$ cat config.mk
export PLATFORM = sky130hd
export DESIGN_NAME = frame_write_packer
export DESIGN_NICKNAME = d
export VERILOG_FILES = /design/src/rtl/frame_write_packer.sv
export SDC_FILE = /design/constraint.sdc
export NUM_CORES = 2
export LEC_CHECK = 0
export BUFFER_PORTS_ARGS = -buffer_cell sky130_fd_sc_hd__buf_4
export CORE_AREA = 3 3 319 321
export CTS_BUF_LIST = sky130_fd_sc_hd__clkbuf_2
export CTS_CLUSTER_DIAMETER = 40
export DETAILED_ROUTE_END_ITERATION = 16
export DIE_AREA = 0 0 322 324
export GPL_ROUTABILITY_DRIVEN = 0
export PLACE_DENSITY = 0.81
export SYNTH_ARGS = -nofsm -noshare
export SYNTH_HDL_FRONTEND = slang
export SYNTH_SLANG_ARGS = --single-unit
$ cat constraint.sdc
create_clock -name clk0_tb -period 15.9 [get_ports clk0_tb]
set_input_delay 3.18 -clock clk0_tb [delete_from_list [all_inputs] [get_ports clk0_tb]]
set_output_delay 3.18 -clock clk0_tb [all_outputs]
set_load 0.05 [all_outputs]
$ cat src/rtl/frame_write_packer.sv
// Byte-to-word packer feeding the DDR2 write multiplexer.
// Assembles bytes into wide words and issues each as a one-cycle write strobe.
module frame_write_packer #(
  parameter int                WORD_BYTES  = 96,
  parameter int                FRAME_WORDS = 8,
  parameter int                ADDR_W      = 32,
  parameter logic [ADDR_W-1:0] BASE_ADDR   = '0,
  parameter logic [ADDR_W-1:0] ADDR_STEP   = ADDR_W'(8)
) (
  input  logic                    clk0_tb,
  input  logic                    rst0_tb,
  input  logic                    frame_start,
  input  logic [7:0]              in_data,
  input  logic                    in_valid,
  input  logic                    in_last,
  output logic                    in_ready,
  input  logic                    ram_ready,
  output logic [8*WORD_BYTES-1:0] write_data,
  output logic [ADDR_W-1:0]       write_address,
  output logic                    write_ram,
  output logic                    new_frame,
  output logic                    frame_ovf
);

  localparam int DW  = 8*WORD_BYTES;
  localparam int BCW = $clog2(WORD_BYTES);
  localparam int WCW = (FRAME_WORDS > 1) ? $clog2(FRAME_WORDS) : 1;

  typedef enum logic {EMPTY, PEND} state_t;

  state_t         state;
  logic [BCW-1:0] byte_cnt;
  logic [BCW-1:0] eff_cnt;
  logic [WCW-1:0] word_cnt;
  logic [WCW-1:0] eff_wcnt;
  logic [DW-1:0]  asm_q;
  logic [DW-1:0]  asm_next;
  logic           pend_last;
  logic           wrap_q;
  logic           last_slot;
  logic           accept;
  logic           done;
  logic           word_end;

  // frame_start makes a same-cycle byte land in slot 0 of a fresh frame
  always_comb begin
    last_slot = byte_cnt == BCW'(WORD_BYTES-1);
    in_ready  = !(state == PEND && (last_slot || in_last));
    accept    = in_valid && in_ready;
    eff_cnt   = frame_start ? '0 : byte_cnt;
    eff_wcnt  = frame_start ? '0 : word_cnt;
    asm_next  = frame_start ? '0 : asm_q;
    asm_next[8*eff_cnt +: 8] = in_data;
    done      = accept &&
                (eff_cnt == BCW'(WORD_BYTES-1) || in_last);
    word_end  = eff_wcnt == WCW'(FRAME_WORDS-1);
  end

  always_ff @(posedge clk0_tb) begin
    if (rst0_tb) begin
      state         <= EMPTY;
      write_ram     <= 1'b0;
      new_frame     <= 1'b0;
      frame_ovf     <= 1'b0;
      write_data    <= '0;
      write_address <= BASE_ADDR;
      byte_cnt      <= '0;
      word_cnt      <= '0;
      asm_q         <= '0;
      pend_last     <= 1'b0;
      wrap_q        <= 1'b0;
    end else begin
      write_ram <= 1'b0;
      new_frame <= 1'b0;
      if (state == PEND && ram_ready) begin
        write_ram <= 1'b1;
        new_frame <= pend_last;
        state     <= EMPTY;
      end
      if (frame_start) begin
        byte_cnt <= '0;
        word_cnt <= '0;
        asm_q    <= '0;
        wrap_q   <= 1'b0;
      end
      if (accept) begin
        // first byte after a frame ran out of words without in_last
        if (wrap_q && !frame_start)
          frame_ovf <= 1'b1;
        wrap_q <= 1'b0;
        if (done) begin
          state         <= PEND;
          write_data    <= asm_next;
          write_address <= BASE_ADDR + ADDR_W'(eff_wcnt) * ADDR_STEP;
          pend_last     <= in_last || word_end;
          word_cnt      <= (in_last || word_end) ? '0 : eff_wcnt + 1'b1;
          wrap_q        <= word_end && !in_last;
          byte_cnt      <= '0;
          asm_q         <= '0;
        end else begin
          asm_q    <= asm_next;
          byte_cnt <= eff_cnt + 1'b1;
        end
      end
    end
  end

endmodule

==> run summary <==
• **Netlist cell types** 88
• **combinational family with the most area after synthesis** compound AO/OA/AOI/OAI gates
• **final setup skew** 132 ps
• **Area growth syn-to-layout** 15.2%
• **post-cts sizing count** 0
• **instance count of the mapped netlist** 6502
• **critical path type** input pin to flip-flop
• **overall overflow remaining after global route** 0
• **Initial Utilization** 60.1%
• **CTS tree** done
• **multiplexer area fraction after synthesis** 1.09%
• **DR DRC count** 0
• **ratio of cells with drive above 1 in the final layout** 21.4%
• **Max Fanout on Critical Path** 218
• **number of primary I/O pins** 818
• **type of element capturing the critical path** flip-flop
• **Worst setup startpoint** frame_start
• **final critical-path required period** 7540 ps
• **most numerous cell in the Yosys netlist** dfxtp_1
• **fraction of post-synthesis cell area in the top cell type by area** 52.0%
• **maximum clock insertion buffer count** 4
• **yosys warns** 0
• **hold-fix buffer count after cts** 0
• **timing-limited maximum frequency** 133 MHz
• **initial antenna violation count** 5
• **number of global-route vias before repair** 54500
• **max-cap violations** 0
• **startpoint types** input pin
• **fin crit share** 47.4%
• **main area contributors after synthesis** dfxtp_1, a221o_1, nand2_1
• **maximum vdd drop** 0.0000673 V
• **total wirelength of the detailed-routed design** 229 mm
• **Post-layout nets** 7214
• **wire length of the first global-routing pass** 335 mm
• **cell type with the highest aggregate area in the netlist** dfxtp_1
• **total iterations of the first detailed-routing run** 7
• **filler instances** 8057
• **sum of negative setup slack** 0 ps
• **IO Port Bufs** 788
• **endpoint of the most critical setup path** asm_q[428]$_SDFF_PP0_
• **basic-gate share of the synthesized area counting and, or, nand and nor cells** 16.9%
• **cell count of the worst reg-to-reg path** 9
• **worst-case register-to-register setup slack** 9960 ps
• **Post-synth EDFFs** 0
• **Clk pin slew, worst setup/hold paths** 100 ps
• **routed vias/inst** 6.72
• **Fin Hold WS** 397 ps
• **H-tree level count** 5
• **Max Transition Viols Final** 0
• **wire length per cell** 26.2 um
• **fraction of the mapped netlist area in adder cells** 0.105%
• **status** complete, no violations
• **worst reg2reg path endpoint** asm_q[428]$_SDFF_PP0_
• **core area** 99600 um2
• **Final ANT Viol Nets** 0
• **leakage power** 24.9 nW
• **origin of the critical flop-to-flop path** byte_cnt[0]$_SDFF_PP0_
• **violation count after the first detailed-routing iteration** 7758
• **buffer count from post-CTS setup fixing** 0
• **die outline height** 324 um
• **Total Routing Usage GR** 41.8%
• **asr flop ratio synth** 0%
• **area enclosed by the die boundary** 104000 um2
• **detailed-route via count** 58900
• **power density cells** 98.7 nW/um2
• **fraction of synthesized cell area in xor and xnor cells** 0.0732%
• **number of clock sinks** 1555
• **Synth Flop Type** dfxtp_1
• **average instance area after synthesis** 9.20 um2
• **Worst Tran Pin Value** 1350 ps
• **clock insertion delay at the later pin of the skew report** 1610 ps
• **data arrival time of the critical path** 8980 ps
• **number of storage elements in the synthesis netlist** 1555
• **maximum number of pins on one net before global-route repair** 243
• **dpl hpwl** 152 mm
• **number of setup violations in the final report** 0
• **required time reported for the critical path endpoint** 17340 ps
• **Slew HR** 8.74%
• **clock root buffer** clkbuf_2
• **RSZ-0062 raised after global routing** false
• **total standard cell area after synthesis** 59800 um2
• **worst hold path type** flip-flop to flip-flop
• **chip width** 322 um
• **share of the synthesized area in compound gates (AO/OA/AOI/OAI)** 24.2%
• **leading cell types by count after synthesis** dfxtp_1, nand2_1, o22ai_1
• **total number of placement rows** 116
• **sequential area share after synthesis** 52.0%
• **number of CTS-inserted buffers** 388
• **number of hold violations in the final report** 0
sequential cells by signal (all words and copies together), names as in the netlist:
signal / cells
asm_q: 768
write_data: 768
byte_cnt: 7
word_cnt: 3
write_address: 3
frame_ovf: 1
new_frame: 1
pend_last: 1
state: 1
wrap_q: 1
write_ram: 1
metrics by stage:
step	worst slack [ps]	std cells	util [%]	total power, W	cell area (um2)
after global placement	6870	8103	66.0	0.00429	65700
after global routing	8020	8751	69.2	0.00702	68900
after detailed placement	6730	8103	66.0	0.00429	65700
after floorplan	8440	6530	-	0.00420	59900
after CTS	8460	8748	69.2	0.00679	68900
final	8360	8754	69.3	0.00680	69000
power by group:
part / internal [W] / switching (W) / total (W)
logic: 0.0000419 / 0.000279 / 0.000321
clock network: 0.000982 / 0.00160 / 0.00259
registers: 0.00389 / 0.00000185 / 0.00390
layer usage:
layer | global-route usage, % | up-vias | share of wire [%]
li1 | - | 26000 | -
met1 | 51.6 | 27900 | 36
met2 | 62.3 | 4159 | 43
met3 | 13.2 | 777 | 13
met4 | 28.7 | 0 | 7.4
met5 | 0 | - | 0
worst min path at each step:
stage / startpoint / to / slack (ps) / cells after the start
final: asm_q[420]$_SDFF_PP0_ / write_data[420]$_SDFFE_PP0P_ / 400 / 2
after global routing: asm_q[292]$_SDFF_PP0_ / write_data[292]$_SDFFE_PP0P_ / 460 / 2
after CTS: asm_q[66]$_SDFF_PP0_ / write_data[66]$_SDFFE_PP0P_ / 420 / 2
after detailed placement: write_data[417]$_SDFFE_PP0P_ / write_data[417]$_SDFFE_PP0P_ / 440 / 2
after global placement: asm_q[277]$_SDFF_PP0_ / asm_q[277]$_SDFF_PP0_ / 430 / 2
after floorplan: asm_q[272]$_SDFF_PP0_ / asm_q[272]$_SDFF_PP0_ / 420 / 2
placed cells by master, fill, tap and decap left out, types with 187 or more instances in the layout:
| cell type | n |
|---|---|
| buf_4 | 870 |
| nor2_1 | 348 |
| inv_1 | 187 |
| clkbuf_2 | 551 |
| dfxtp_1 | 1555 |
| o32ai_1 | 229 |
| a221o_1 | 377 |
| o22ai_1 | 475 |
| nor3_1 | 409 |
| o21ai_0 | 233 |
| nand2_1 | 953 |
logic make-up (layout without fill, tap and decap cells):
family          count (synthesis)  after routing
flops                        1555           1555
other cells                     1             35
mux                            65             65
compound gates               1897           1897
buf+inv                       789           1709
xor+xnor                        5              5
simple gates                 2185           2185
fa+ha+maj                       5              5
final cells by class:
class	count	area [um2]	area share (%)
flip-flops and latches	1555	31100	45.1
multi-input cells	4186	25600	37.1
repair buffers	876	6650	9.64
clock buffers	551	2760	4.00
well taps	1298	1620	2.36
inverters	188	713	1.03
clock inverters	94	472	0.684
diodes	6	15.0	0.0218
worst max-delay path, cell delays in order:
cell	delay [ps]
clkbuf_8	220
inv_8	730
buf_12	710
nand2_1	140
ha_1	490
nor4bb_1	1200
and3_1	680
nand3_1	640
a21oi_1	710
o22ai_1	150
No activity file was read; power rests on OpenSTA's default activity.
